--- src/rtl/mem_arbiter.sv ---
`default_nettype none
// ============================================================================
// Module   : mem_arbiter
// Brief    : Two-port round-robin arbiter in front of a single-port memory.
//            Each grant is one ACCESS cycle, reads add one RESP cycle.
// Revision : 1.0 - initial release
// ============================================================================
module mem_arbiter #(
  parameter int AW = 32,
  parameter int DW = 32
) (
  input  logic          CLK,
  input  logic          RESET,
  input  logic          req0,
  input  logic          req1,
  input  logic          we0,
  input  logic          we1,
  input  logic [AW-1:0] adr0,
  input  logic [AW-1:0] adr1,
  input  logic [DW-1:0] wd0,
  input  logic [DW-1:0] wd1,
  output logic          gnt0,
  output logic          gnt1,
  output logic [DW-1:0] rd0,
  output logic [DW-1:0] rd1,
  output logic          rvalid0,
  output logic          rvalid1,
  output logic [AW-1:0] DataAdr,
  output logic [DW-1:0] WriteData,
  output logic          MemWrite,
  input  logic [DW-1:0] ReadData,
  output logic          busy
);

  localparam logic [1:0] c_st_idle   = 2'd0;
  localparam logic [1:0] c_st_access = 2'd1;
  localparam logic [1:0] c_st_resp   = 2'd2;

  logic [1:0]    state_q, state_d;
  logic          last_grant_q, last_grant_d;
  logic          win_q, win_d;
  logic          we_q, we_d;
  logic [AW-1:0] adr_q, adr_d;
  logic [DW-1:0] wd_q, wd_d;
  logic [DW-1:0] rd0_q, rd0_d;
  logic [DW-1:0] rd1_q, rd1_d;

  logic w_any_req;
  logic w_arb_win;

  assign w_any_req = req0 | req1;
  // Under contention the port that did not win last time goes next.
  assign w_arb_win = (req0 && req1) ? ~last_grant_q : req1;

  // State register
  always_ff @(posedge CLK or posedge RESET) begin
    if (RESET) begin
      state_q <= c_st_idle;
    end else begin
      state_q <= state_d;
    end
  end

  // Next-state logic
  always_comb begin
    state_d = state_q;
    case (state_q)
      c_st_idle:   state_d = w_any_req ? c_st_access : c_st_idle;
      c_st_access: state_d = we_q ? c_st_idle : c_st_resp;
      c_st_resp:   state_d = c_st_idle;
      default:     state_d = c_st_idle;
    endcase
  end

  // Request latch, round-robin history and read-data capture
  always_comb begin
    last_grant_d = last_grant_q;
    win_d        = win_q;
    we_d         = we_q;
    adr_d        = adr_q;
    wd_d         = wd_q;
    rd0_d        = rd0_q;
    rd1_d        = rd1_q;
    if (state_q == c_st_idle && w_any_req) begin
      win_d        = w_arb_win;
      last_grant_d = w_arb_win;
      we_d         = w_arb_win ? we1  : we0;
      adr_d        = w_arb_win ? adr1 : adr0;
      wd_d         = w_arb_win ? wd1  : wd0;
    end
    if (state_q == c_st_access && !we_q) begin
      if (win_q) begin
        rd1_d = ReadData;
      end else begin
        rd0_d = ReadData;
      end
    end
  end

  always_ff @(posedge CLK or posedge RESET) begin
    if (RESET) begin
      last_grant_q <= 1'b1;
      win_q        <= 1'b0;
      we_q         <= 1'b0;
      adr_q        <= '0;
      wd_q         <= '0;
      rd0_q        <= '0;
      rd1_q        <= '0;
    end else begin
      last_grant_q <= last_grant_d;
      win_q        <= win_d;
      we_q         <= we_d;
      adr_q        <= adr_d;
      wd_q         <= wd_d;
      rd0_q        <= rd0_d;
      rd1_q        <= rd1_d;
    end
  end

  // Outputs decode from state only, so a reset clears them without a clock.
  always_comb begin
    gnt0      = 1'b0;
    gnt1      = 1'b0;
    rvalid0   = 1'b0;
    rvalid1   = 1'b0;
    MemWrite  = 1'b0;
    DataAdr   = '0;
    WriteData = '0;
    busy      = (state_q != c_st_idle);
    case (state_q)
      c_st_access: begin
        gnt0      = ~win_q;
        gnt1      = win_q;
        MemWrite  = we_q;
        DataAdr   = adr_q;
        WriteData = wd_q;
      end
      c_st_resp: begin
        rvalid0 = ~win_q;
        rvalid1 = win_q;
      end
      default: ;
    endcase
  end

  assign rd0 = rd0_q;
  assign rd1 = rd1_q;

endmodule
`default_nettype wire

--- config.mk ---
export PLATFORM = sky130hd
export DESIGN_NAME = mem_arbiter
export DESIGN_NICKNAME = d
export VERILOG_FILES = /design/src/rtl/mem_arbiter.sv
export SDC_FILE = /design/constraint.sdc
export NUM_CORES = 1
export LEC_CHECK = 0
export ABC_AREA = 0
export CAP_MARGIN = 20
export CELL_PAD_IN_SITES_DETAIL_PLACEMENT = 1
export CELL_PAD_IN_SITES_GLOBAL_PLACEMENT = 1
export CORE_ASPECT_RATIO = 1.1
export CORE_MARGIN = 2
export CORE_UTILIZATION = 25
export DETAILED_ROUTE_END_ITERATION = 8
export HOLD_SLACK_MARGIN = 0.12
export PLACE_DENSITY_LB_ADDON = 0.1
export SLEW_MARGIN = 20
export SYNTH_ARGS = -nofsm -noshare
export SYNTH_HDL_FRONTEND = slang
export SYNTH_SLANG_ARGS = --single-unit
--- constraint.sdc ---
create_clock -name CLK -period 6.6 [get_ports CLK]
set_input_delay 0.66 -clock CLK [delete_from_list [all_inputs] [get_ports CLK]]
set_output_delay 0.66 -clock CLK [all_outputs]
set_load 0.02 [all_outputs]
### Word level (Yosys, flattened, before mapping)

Index checks and enable logic that the tools add are counted.

* equal/unequal tests: 2
* muxes and demuxes: 14
* bitwise logic cells: 3
* reduce and logical (&&, ||, !) cells: 8

Operators with widths (number)
* $mux W32: 4
* $mux W1: 8
* $pmux W2 S2: 1
* $reduce_and A2 Y1: 2
* $logic_and A1 B1 Y1: 3
* $eq A2 B1 Y1 const B: 1
* $eq A2 B2 Y1 const B: 1
* $logic_not A2 Y1: 1
* $mux W2: 1
* $not A1 Y1: 2
* $reduce_bool A2 Y1: 1
* $logic_not A1 Y1: 1
* $or A1 B1 Y1: 1

* register bits: 133
* bits of input ports: 166
* logic and storage cells: 35

### Longest topological paths before layout

Gate-level depths: netlist of run 1.

* word-level depth: 3
* mapped depth: 5
* mapped depth without buffers: 3

### Worst setup path before layout of run 1

OpenSTA, ideal clock, no wires.

* path kind: register to output
* start point: reg state_q[0]
* end point: out DataAdr[0]
* arrival time: 1.230 ns
* required time: 5.940 ns
* path slack: 4.710 ns
* stages on the path, launching flop included: 5
* buffers on the path: 2
* path through: dfrtp_1 > nor2b_1 > clkbuf_1 > clkbuf_1 > and2_1

* word-level cells in the longest chain between the ends: 2

Ends and longest elaborated chain
* start: declaration: line 39 `logic [1:0] state_q, state_d;`
* start signal: assignment: line 58 `state_q <= c_st_idle;`
* start signal: assignment: line 60 `state_q <= state_d;`
* $eq A2 B1 Y1: line 130 `case (state_q)`
* $mux W32: line 130
* end: declaration: line 28 `output logic [AW-1:0] DataAdr,`

No other way between the ends.

### Worst setup path in the final report of run 1

* start point: reg state_q[0]
* end point: out WriteData[8]

* word-level cells in the longest chain between the ends: 2

Ends and longest elaborated chain
* $eq A2 B1 Y1: line 130
* $mux W32: line 130
* end: declaration: line 29 `output logic [DW-1:0] WriteData,`

No other way between the ends.

==> flow_summary.yaml, run 1 <==
die:
  ioPinCount: 300
  fp.dieW_um: 157
  die_y_um: 173
  row_count: 61
  core_area_um2: 25300
  initial_utilization_pct: 25.5
  dieArea_um2: 27100
timing:
  hold_viol: 0
  finalSetupViolations: 0
  slew_headroom_pct: 41.8
  fin_ws_ns: 3.22
  fin_crit_sh_pct: 51.1
  tightest_slew_ns: 0.874
  rsz0062_at_grt: "false"
  setup_tns_ns: 0
  fin_worst_skew_ns: 0.0146
  post-route-min-period_ns: 3.38
  fmax_ghz: 0.296
  maxSlewViolCount: 0
detailed_routing:
  drc: 0
  vias: 4586
  routed_wirelength_mm: 19.7
  wl_per_cell_um: 18.0
  drt_iter0_markers: 100
  viasPerCell: 4.20
  dr.pass1.iters: 4
  postRouteAntennaNets: 0
layout:
  nNetsFinal: 900
  drive_gt1_share_pct: 31.4
  area_growth_pct: 61.6
  antenna_cells: 0
synth:
  synth_compound_area_share_pct: 0.543
  synth_xor_area_share_pct: 0
  yosys-top-cells-count: "dfrtp_1, mux2_2, mux2_4, and2_1, buf_2"
  postSynthCellCount: 437
  yosys.area_share.adder_pct: 0
  synth_flop_cell: "dfrtp_1"
  yosys_warnings: 0
  postSynthAreaPerCell_um2: 14.8
  seq_area_frac_synth_pct: 51.6
  synth_async_sr_flop_share_pct: 100
  synth_area_leaders: "dfrtp_1, mux2_2, mux2_4"
  synth_mux_area_share_pct: 37.8
  yosys.area_share.simple_pct: 7.27
  syn_area_um2: 6460
  synth_cell_types: 21
  synth_top_area_share_pct: 51.2
  synth_edf_count: 0
  ys_ff_latch: 133
  syn-num-nets: 603
  synth_top_family_by_area: "multiplexers"
  synth_top_cell_by_area: "dfrtp_1"
  yosysMostFrequentCell: "dfrtp_1"
placement:
  dpl_worst_slack_ns: 3.52
  dp_hpwl_mm: 13.9
  portBuffers: 299
  gp_congestion: 0.707
global_route:
  antenna_found_initial: 0
  grt_pass1_vias: 5348
  grt_pass1_wl_mm: 30.5
  grt_use_total_pct: 14.7
  grt-ovfl-total: 0
  grt_max_degree: 68
critical_path:
  setup.worst_path.end_class: "output port"
  crit_type: "reg2out"
  crit_family: "buffers and inverters"
  critPathSlowestCell: "clkdlybuf4s50_1"
  path_buf_inv: 2
  ff2ff_setup_slack_ns: 4.43
  critPathMaxFanout: 34
  reg2reg_depth: 4
  crit_required_ns: 5.94
  cp_data_arrival_time_ns: 2.72
  start_kind: "flip-flop"
  slowest_delay_ns: 0.65
  cp_cell_sequence: "nor2b_4 > buf_4 > and2_1 > clkdlybuf4s50_1"
  path_depth: 4
cts:
  cts_root_buf: "clkbuf_16"
  clkSlewWorstSetupHoldPaths_ns: 0.06
  cts_max_level: 4
  postCtsSetupRepairBufs: 0
  cts_hold_buf: 0
  clockBufferDepth: 2
  cts_tree: "built"
  clk_latency_ns: 0.42
  cts_resized: 0
  clock-sinks: 133
  cts_inserted_buffers: 17
run:
  drv_cap: 0
power:
  finalPower_mw: 5.19
  p_leak_nw: 4.35
  peakVddDrop_mv: 0.230
  power_density_nw_per_um2: 497
hold_path:
  hold_depth: 1
  hold_path_class: "reg2reg"
run_status:
  status: "finished clean"
==> metrics by stage <==
step | hold WS [ns] | area [µm²] | util [%] | cells
after floorplan | 0.472 | 6460 | - | 437
after global placement | 0.467 | 9800 | 38.7 | 1061
after detailed placement | 0.478 | 9800 | 38.7 | 1061
after CTS | 0.491 | 10400 | 41.1 | 1092
after global routing | 0.510 | 10400 | 41.2 | 1092
final | 0.488 | 10400 | 41.2 | 1092
==> worst register-to-register path, delay by kind of cell, from the launching register on <==
| kind | cells | cell delay, ns |
|---|---|---|
| AOI/OAI and AO/OA | 1 | 0.19 |
| muxes | 1 | 0.50 |
| and+or+nand+nor | 1 | 0.36 |
| DFF | 1 | 0.43 |
| buffers and inverters | 1 | 0.56 |
==> report_power, final <==
part	internal, mW	total (mW)	switching (mW)	leakage, nW
clock	0.637	1.03	0.396	0.309
combinational	1.47	2.69	1.22	2.47
sequential	1.24	1.46	0.220	1.57
total	3.35	5.19	1.84	4.35
==> cell families after synthesis <==
logic type,count (synthesis)
mux,194
flops,133
simple gates,75
buf+inv,30
compound gates,5
==> cell usage in the layout (no fill, tap or decap), drive strengths merged, types with 4 or more instances in the layout <==
master / instances
clkdlybuf4s50: 299
mux2: 194
dfrtp: 132
and2: 65
clkbuf: 17
clkinv: 8
buf: 6
inv: 5
nor2: 4
bufinv: 4
==> path summary, 6_finish.rpt <==
kind	start	end
setup / recovery	state_q[0]	WriteData[8]
hold / removal	rd1[1]	rd1[1]
setup reg to reg	state_q[1]	adr_q[30]
hold reg to reg	rd1[1]	rd1[1]
max in group asynchronous	RESET	adr_q[20]
min in group asynchronous	RESET	rd0[28]
==> sequential cells by signal, indices dropped and copies added, names as in the netlist <==
name	flops
we_q	1
state_q	2
rd1	32
last_grant_q	1
wd_q	32
adr_q	32
win_q	1
rd0	32
==> routing by layer <==
layer | global-route usage, % | part of all wire [%]
met2 | 24.2 | 49
met4 | 4.73 | 1.6
met3 | 5.76 | 9.0
met5 | 0 | 0
met1 | 17.4 | 41
==> cell type report <==
type | instances | area, µm²
Sequential cell | 133 | 3330
Clock inverter | 14 | 203
Inverter | 3 | 16.3
Clock buffer | 17 | 425
Timing Repair Buffer | 305 | 3050
Fill cell | 2645 | 14900
Multi-Input combinational cell | 274 | 2980
Tap cell | 346 | 433
Power figures use the tool's default switching activity.
==> run 2, diff against run 1 <==
Clock period 6.6 ns to 3.1 ns, I/O delays scaled along.
==> flow_summary.yaml, run 2 (same netlist as run 1, synthesis figures left out) <==
die:
  dieArea_um2: 27100
  initial_utilization_pct: 25.5
  die_y_um: 173
  core_area_um2: 25300
  fp.dieW_um: 157
  ioPinCount: 300
  row_count: 61
placement:
  dpl_worst_slack_ns: 0.846
  gp_congestion: 0.701
  dp_hpwl_mm: 14.5
  portBuffers: 299
power:
  swShare_pct: 36.1
  peakVddDrop_mv: 0.338
  seq_power_share_pct: 29.0
  finalPower_mw: 10.9
  power_density_nw_per_um2: 1040
  pwr-share-comb_pct: 52.6
  p_switching_mw: 3.93
  p_leak_nw: 4.37
  clkPwrFrac_pct: 18.4
  intPower_mw: 6.97
global_route:
  antenna_found_initial: 1
  grt_use_total_pct: 14.7
  grt_max_degree: 67
  grt_pass1_wl_mm: 30.6
  grt_pass1_vias: 5321
  grt-ovfl-total: 0
timing:
  fmax_ghz: 0.381
  rsz0062_at_grt: "false"
  post-route-min-period_ns: 2.63
  slew_headroom_pct: 46.0
  setup_tns_ns: 0
  finalSetupViolations: 0
  hold_viol: 0
  timing.hold.ws_ns: 0.393
  fin_crit_sh_pct: 84.7
  fin_ws_ns: 0.473
  fin_worst_skew_ns: 0.0122
  maxSlewViolCount: 0
  tightest_slew_ns: 0.808
detailed_routing:
  vias: 4591
  drt_iter0_markers: 156
  postRouteAntennaNets: 0
  wl_per_cell_um: 17.8
  drc: 0
  routed_wirelength_mm: 19.5
  viasPerCell: 4.18
  dr.pass1.iters: 3
critical_path:
  crit_required_ns: 2.79
  r2r-start: "state_q[1]"
  setup.worst_path.end_class: "output port"
  ff2ff_setup_slack_ns: 1.19
  crit_type: "reg2out"
  start_kind: "flip-flop"
  reg2reg_depth: 4
  cp_data_arrival_time_ns: 2.32
  regToRegEndpoint: "wd_q[15]"
  critPathMaxFanout: 44
layout:
  multiInputGateArea_um2: 2980
  drive_gt1_share_pct: 32.0
  nNetsFinal: 906
  final_common_cell: "clkdlybuf4s50_1"
  antenna_cells: 0
  n_fill_cell: 2634
  seqCellArea_um2: 3330
  area_growth_pct: 62.5
  layout_common_cells: "clkdlybuf4s50_1, dfrtp_1, mux2_2"
run_status:
  status: "finished clean"
cts:
  cts_root_buf: "clkbuf_16"
  clockBufferDepth: 2
  cts_tree: "built"
  clkSlewWorstSetupHoldPaths_ns: 0.06
  postCtsSetupRepairBufs: 0
  clk_latency_ns: 0.42
  clock-sinks: 133
  cts_resized: 0
  cts_max_level: 4
  cts_inserted_buffers: 17
  cts_hold_buf: 0
hold_path:
  hold_path_class: "in2async"
run:
  drv_cap: 0
==> run 2: stage by stage <==
stage	cell area, µm²	utilization (%)	cells
floorplan	6460	-	437
global placement	9900	39.1	1067
detailed placement	9900	39.1	1067
CTS	10500	41.4	1099
global route	10500	41.4	1099
finish	10500	41.4	1099
==> run 2: how the worst max path moves through the flow <==
stage          cells past startpoint  startpoint          end
3_3_place_gp                       5        req0    adr_q[22]
4_1_cts                            4  state_q[0]   DataAdr[9]
3_5_place_dp                       5        req0    adr_q[22]
5_1_grt                            4  state_q[0]  DataAdr[16]
6_report                           4  state_q[0]  DataAdr[22]
2_1_floorplan                      1       RESET     adr_q[0]
==> run 2: final cells by class <==
cell class                      count  share of cell area, %
Tap cell                          346                   4.13
Clock buffer                       17                   4.05
Multi-Input combinational cell    274                   28.4
Clock inverter                     15                   1.56
Timing Repair Buffer              311                   30.0
Inverter                            3                  0.143
Sequential cell                   133                   31.7
==> run 2: power by group through the flow <==
stage	Sequential (mW)	Combinational, mW	Clock, mW
2_1_floorplan	3.55	2.85	0
3_3_place_gp	3.18	5.72	0
3_5_place_dp	3.19	5.82	0
4_1_cts	3.18	5.85	2.09
5_1_grt	3.30	6.11	2.17
6_report	3.16	5.73	2.01
==> run 2: critical path, stage by stage (launching register included) <==
cell and delay [ns]:
dfrtp_1 0.41, nor2b_4 0.44, buf_12 0.25, and2_1 0.15
clkdlybuf4s50_1 0.62
==> run 2: metal layers <==
| layer | vias to the layer above | track usage [%] | share of wire (%) |
|---|---|---|---|
| met4 | 2 | 3.41 | 0.54 |
| li1 | 2133 | - | - |
| met1 | 2272 | 18.0 | 42 |
| met5 | - | 0 | 0.061 |
| met3 | 7 | 5.79 | 8.3 |
| met2 | 177 | 24.3 | 49 |
